`config.mk`:
```
export PLATFORM = sky130hd
export DESIGN_NAME = if_fetch
export DESIGN_NICKNAME = d
export VERILOG_FILES = /design/src/rtl/if_fetch_pkg.sv /design/src/rtl/if_fetch_buf.sv /design/src/rtl/if_fetch.sv
export SDC_FILE = /design/constraint.sdc
export NUM_CORES = 1
export LEC_CHECK = 0
export ABC_AREA = 1
export CORE_UTILIZATION = 47
export DETAILED_ROUTE_END_ITERATION = 10
export PLACE_DENSITY_LB_ADDON = 0.08
export SYNTH_ARGS = -nofsm -noshare
export SYNTH_HDL_FRONTEND = slang
export SYNTH_SLANG_ARGS = --single-unit
export TNS_END_PERCENT = 5
```
`constraint.sdc`:
```
create_clock -name clk -period 8.22 [get_ports clk]
set_input_delay 0.822 -clock clk [delete_from_list [all_inputs] [get_ports clk]]
set_output_delay 0.822 -clock clk [all_outputs]
set_load 0.01 [all_outputs]
```
`src/rtl/if_fetch_pkg.sv`:
```
// Shared fetch-stage types: state encoding, fetch-entry layout and PC legality helper.
package if_fetch_pkg;

  localparam int unsigned IF_WORD_BYTES = 4;

  typedef enum logic {
    IF_RUN   = 1'b0,
    IF_FAULT = 1'b1
  } if_state_t;

  typedef struct packed {
    logic [31:0] pc;
    logic [31:0] instr;
  } if_entry_t;

  // A PC is fetchable when word aligned and inside the populated memory.
  function automatic logic pc_legal(input logic [31:0] pc, input int unsigned nmem);
    return (pc[1:0] == 2'b00) && (pc[31:2] <= 30'(nmem - 1));
  endfunction

endpackage

```
`src/rtl/if_fetch_buf.sv`:
```
// Two-entry circular buffer of fetch entries with push/pop/flush; head holds its last value when empty.
module if_fetch_buf
  import if_fetch_pkg::*;
(
  input  logic      clk,
  input  logic      rst,
  input  logic      push,
  input  logic      pop,
  input  logic      flush,
  input  if_entry_t wdata,
  output if_entry_t head,
  output logic      valid,
  output logic [1:0] count
);

  if_entry_t  mem_reg [2];
  if_entry_t  last_reg;
  logic       rd_ptr_reg, wr_ptr_reg;
  logic [1:0] count_reg, count_next;

  genvar gi;
  generate
    for (gi = 0; gi < 2; gi++) begin : g_entry
      always_ff @(posedge clk or posedge rst) begin
        if (rst)
          mem_reg[gi] <= '0;
        else if (push && !flush && (wr_ptr_reg == 1'(gi)))
          mem_reg[gi] <= wdata;
      end
    end
  endgenerate

  always_comb begin
    count_next = count_reg;
    if (flush)
      count_next = 2'd0;
    else if (push && !pop)
      count_next = count_reg + 2'd1;
    else if (pop && !push)
      count_next = count_reg - 2'd1;
  end

  always_ff @(posedge clk or posedge rst) begin
    if (rst) begin
      rd_ptr_reg <= 1'b0;
      wr_ptr_reg <= 1'b0;
      count_reg  <= 2'd0;
      last_reg   <= '0;
    end else begin
      count_reg <= count_next;
      // Remember what decode last saw so an empty buffer keeps showing it.
      if (count_reg != 2'd0)
        last_reg <= mem_reg[rd_ptr_reg];
      if (flush) begin
        rd_ptr_reg <= 1'b0;
        wr_ptr_reg <= 1'b0;
      end else begin
        if (push) wr_ptr_reg <= ~wr_ptr_reg;
        if (pop)  rd_ptr_reg <= ~rd_ptr_reg;
      end
    end
  end

  assign valid = (count_reg != 2'd0);
  assign count = count_reg;
  assign head  = valid ? mem_reg[rd_ptr_reg] : last_reg;

endmodule

```
`src/rtl/if_fetch.sv`:
```
// Instruction fetch: PC/state control driving a combinational-read instruction memory into a 2-entry buffer.
module if_fetch
  import if_fetch_pkg::*;
#(
  parameter logic [31:0] RESET_PC = 32'h0000_0000,
  parameter int unsigned NMEM     = 34
) (
  input  logic        clk,
  input  logic        rst,
  output logic [31:0] im_addr,
  input  logic [31:0] im_data,
  output logic        out_valid,
  input  logic        out_ready,
  output logic [31:0] out_instr,
  output logic [31:0] out_pc,
  input  logic        redirect_valid,
  input  logic [31:0] redirect_pc,
  output logic        fault,
  output logic [31:0] fault_pc,
  output logic [31:0] fetch_count
);

  if_state_t   state_reg, state_next;
  logic [31:0] pc_reg, pc_next;
  logic [31:0] fault_pc_reg, fault_pc_next;
  logic [31:0] fetch_count_reg, fetch_count_next;
  logic        pop, push, buf_pop;
  logic [1:0]  buf_count;
  if_entry_t   head, wdata;

  assign pop     = out_valid & out_ready;
  assign buf_pop = pop & ~redirect_valid;
  assign push    = (state_reg == IF_RUN) && !redirect_valid && pc_legal(pc_reg, NMEM)
                   && ((buf_count < 2'd2) || pop);
  assign wdata   = '{pc: pc_reg, instr: im_data};

  always_comb begin
    state_next       = state_reg;
    pc_next          = pc_reg;
    fault_pc_next    = fault_pc_reg;
    fetch_count_next = fetch_count_reg;
    if (redirect_valid) begin
      pc_next = redirect_pc;
      if (pc_legal(redirect_pc, NMEM)) begin
        state_next = IF_RUN;
      end else begin
        state_next    = IF_FAULT;
        fault_pc_next = redirect_pc;
      end
    end else begin
      if (pop)
        fetch_count_next = fetch_count_reg + 32'd1;
      if (push)
        pc_next = pc_reg + 32'(IF_WORD_BYTES);
      // Bad PC is caught on the cycle it is presented, never pre-emptively on pc+4.
      if (state_reg == IF_RUN && !pc_legal(pc_reg, NMEM)) begin
        state_next    = IF_FAULT;
        fault_pc_next = pc_reg;
      end
    end
  end

  always_ff @(posedge clk or posedge rst) begin
    if (rst) begin
      state_reg       <= IF_RUN;
      pc_reg          <= RESET_PC;
      fault_pc_reg    <= '0;
      fetch_count_reg <= '0;
    end else begin
      state_reg       <= state_next;
      pc_reg          <= pc_next;
      fault_pc_reg    <= fault_pc_next;
      fetch_count_reg <= fetch_count_next;
    end
  end

  if_fetch_buf u_buf (
    .clk   (clk),
    .rst   (rst),
    .push  (push),
    .pop   (buf_pop),
    .flush (redirect_valid),
    .wdata (wdata),
    .head  (head),
    .valid (out_valid),
    .count (buf_count)
  );

  assign im_addr     = pc_reg;
  assign out_pc      = head.pc;
  assign out_instr   = head.instr;
  assign fault       = (state_reg == IF_FAULT);
  assign fault_pc    = fault_pc_reg;
  assign fetch_count = fetch_count_reg;

endmodule

```
==> run summary <==
Status -> complete, no violations
Die area -> 26500 um^2
Required @ worst endpoint -> 7400 ps
Setup_tns -> 0 ps
RSZ-0062 raised after global routing -> false
Cell taking the most area after synthesis -> dfrtp_1
Setup Buffers After CTS -> 0
Mapped Cells -> 1337
Flop pwr share -> 0.412
Share of flip-flops with an asynchronous set or reset -> 1.00
Largest net degree at the start of global routing -> 100
Die X -> 163 um
Fin worst setup slack -> 4230 ps
Initial antenna violation count -> 0
Critical path arrival -> 3160 ps
Setup crit start kind -> flip-flop
Worst skew pair latency -> 500 ps
Post-synth top cells -> 470 x nand2_1, 293 x dfrtp_1, 127 x inv_1, 107 x nor2_1, 65 x a31oi_1
Power per cell area -> 265 nW/um^2
CP endpoint kind -> primary output
Die Ht -> 163 um
Clock sink count -> 293
DRC -> 0
PostCTS Resize Cnt -> 0
Pleak -> 7.66 nW
Peak supply drop -> 177 uV
Worst Skew -> 15.6 ps
Post-synth EDFFs -> 0
TritonRoute pass-1 iters -> 5
DR WL/cell -> 15.0 um
DR vias/cell -> 4.91
Syn_area_per_cell -> 9.09 um^2
CTS max path bufs -> 3
Core area -> 25300 um^2
Tightest Pin Transition -> 1100 ps
Switching Fraction -> 0.283
Area Overhead vs Synth -> 29.1%
Cell Rows -> 58
Final setup violation count -> 0
Cell Int Power -> 0.00298 W
P_sw -> 0.00118 W
Yosys warns -> 0
Num CTS Buffers -> 34
Inserted Diodes -> 0
Min Tclk post-route -> 3990 ps
Initial detailed-routing violation count -> 709
CTS tree -> yes
Filler Cells Inserted -> 2272
Hpwl dp -> 18200 um
Tcrit/Tclk final -> 0.485
First-pass GRT wire length -> 47300 um
Hold Crit Class -> flip-flop to flip-flop
Post-synthesis sequential area ratio -> 0.603
Place WS -> 4630 ps
Syn Nets -> 1409
Kind of critical path -> flip-flop to primary output
Ratio of cells with drive above 1 in the final layout -> 0.0700
Remaining global-route overflow -> 0
Synth area leaders -> dfrtp_1 60%, nand2_1 15%, inv_1 3.9%
Slew Limit Fails -> 0
Primary FF master, synth -> dfrtp_1
NumNets Final -> 1620
Routed via count -> 9341
GRT Total Usage -> 0.223
Area share of the largest cell type after synthesis -> 0.603
Clock power share -> 0.350
I/O pin cnt -> 230
Register bit total from synthesis -> 293
Cell with the most instances after synthesis -> nand2_1
Antenna-violating nets left -> 0
Number of global-route vias before repair -> 9372
Initial Util -> 0.481
CP Max Fanout -> 99
Final WL -> 28500 um
Fmax -> 251 MHz
Hold Buf Count CTS -> 0
Final hold vios -> 0
Placer Congestion -> 0.843
Yosys cell types -> 43
Maximum Capacitance Violations -> 0
H-tree depth -> 2
I/O Buffers -> 229
CTS root buf -> clkbuf_16
Clock slew at reported path FFs -> 60 ps
Logic pwr share -> 0.238
Number of flip-flops in the largest register -> 128
Mapped Area -> 12200 um^2
Slew headroom -> 0.270
power groups by stage:
stage	combinational [W]	clock [W]	sequential, W
floorplan	0.000448	0	0.00174
global placement	0.000996	0	0.00173
detailed placement	0.00101	0	0.00174
CTS	0.00101	0.00149	0.00172
global route	0.00109	0.00155	0.00174
finish	0.000990	0.00146	0.00171
path summary, 6_finish.rpt:
path | startpoint | end | slack, ps | depth (start not counted)
max | u_buf.count[1]$_DFFE_PP0P_ | out_instr[0] | 4230 | 6
min | u_buf.mem_reg[105]$_DFFE_PP0P_ | u_buf.mem_reg[105]$_DFFE_PP0P_ | 460 | 2
max reg2reg | im_addr[2]$_DFFE_PP0P_ | u_buf.mem_reg[82]$_DFFE_PP0P_ | 5480 | 14
min reg2reg | u_buf.mem_reg[105]$_DFFE_PP0P_ | u_buf.mem_reg[105]$_DFFE_PP0P_ | 460 | 2
max in group asynchronous | rst | u_buf.rd_ptr_reg$_DFFE_PP0P_ | 5300 | 4
min in group asynchronous | rst | u_buf.mem_reg[7]$_DFFE_PP0P_ | 730 | 2
cell usage in the layout (no fill, tap or decap), types with 16 or more instances in the layout:
cell and n:
a31oi_1 65, clkbuf_16 35, clkdlybuf4s50_1 228, dfrtp_1 292
inv_1 125, nand2_1 470, nor2_1 107, o21ai_0 28
o21ai_1 60, o21ai_2 16, xnor2_1 16, xor2_1 17
cell families (layout without fill, tap and decap cells):
logic type / after synthesis / after routing / share of synthesized area
buffers and inverters: 196 / 430 / 0.0705
XOR/XNOR: 33 / 33 / 0.0238
AND/OR/NAND/NOR: 632 / 632 / 0.212
AO/OA/AOI/OAI: 179 / 179 / 0.0866
adder cells (fa/ha/maj): 4 / 4 / 0.00412
flip-flops: 293 / 293 / 0.603
per-layer routing:
metal	share of wire	track usage	routed length [um]
met4	0.015	0.0612	436
met5	0	0	0
met3	0.061	0.0504	1740
met1	0.46	0.302	13100
met2	0.46	0.361	13200
critical path: stages, from the launching register on:
cell	delay, ps
dfrtp_1	400
inv_2	60
nand2_4	290
buf_4	840
nor2_1	80
a31oi_1	360
clkdlybuf4s50_1	620
stage by stage:
step                instance area, um^2  hold WS (ps)  total power [W]   util  cells
finish                            15700           464          0.00416  0.621   1901
global route                      15700           482          0.00437  0.621   1901
CTS                               15700           467          0.00421  0.621   1901
detailed placement                14600           452          0.00274  0.578   1842
global placement                  14600           448          0.00273  0.578   1842
floorplan                         12200           436          0.00219      -   1337
final cells by class:
class / instances / area, um^2 / area share
multi-input cells: 848 / 3980 / 0.254
clock inverters: 13 / 101 / 0.00646
inverters: 131 / 497 / 0.0317
clock buffers: 46 / 997 / 0.0636
well taps: 330 / 413 / 0.0263
flip-flops and latches: 293 / 7330 / 0.467
repair buffers: 240 / 2370 / 0.151
(Power assumes the default switching activity.)
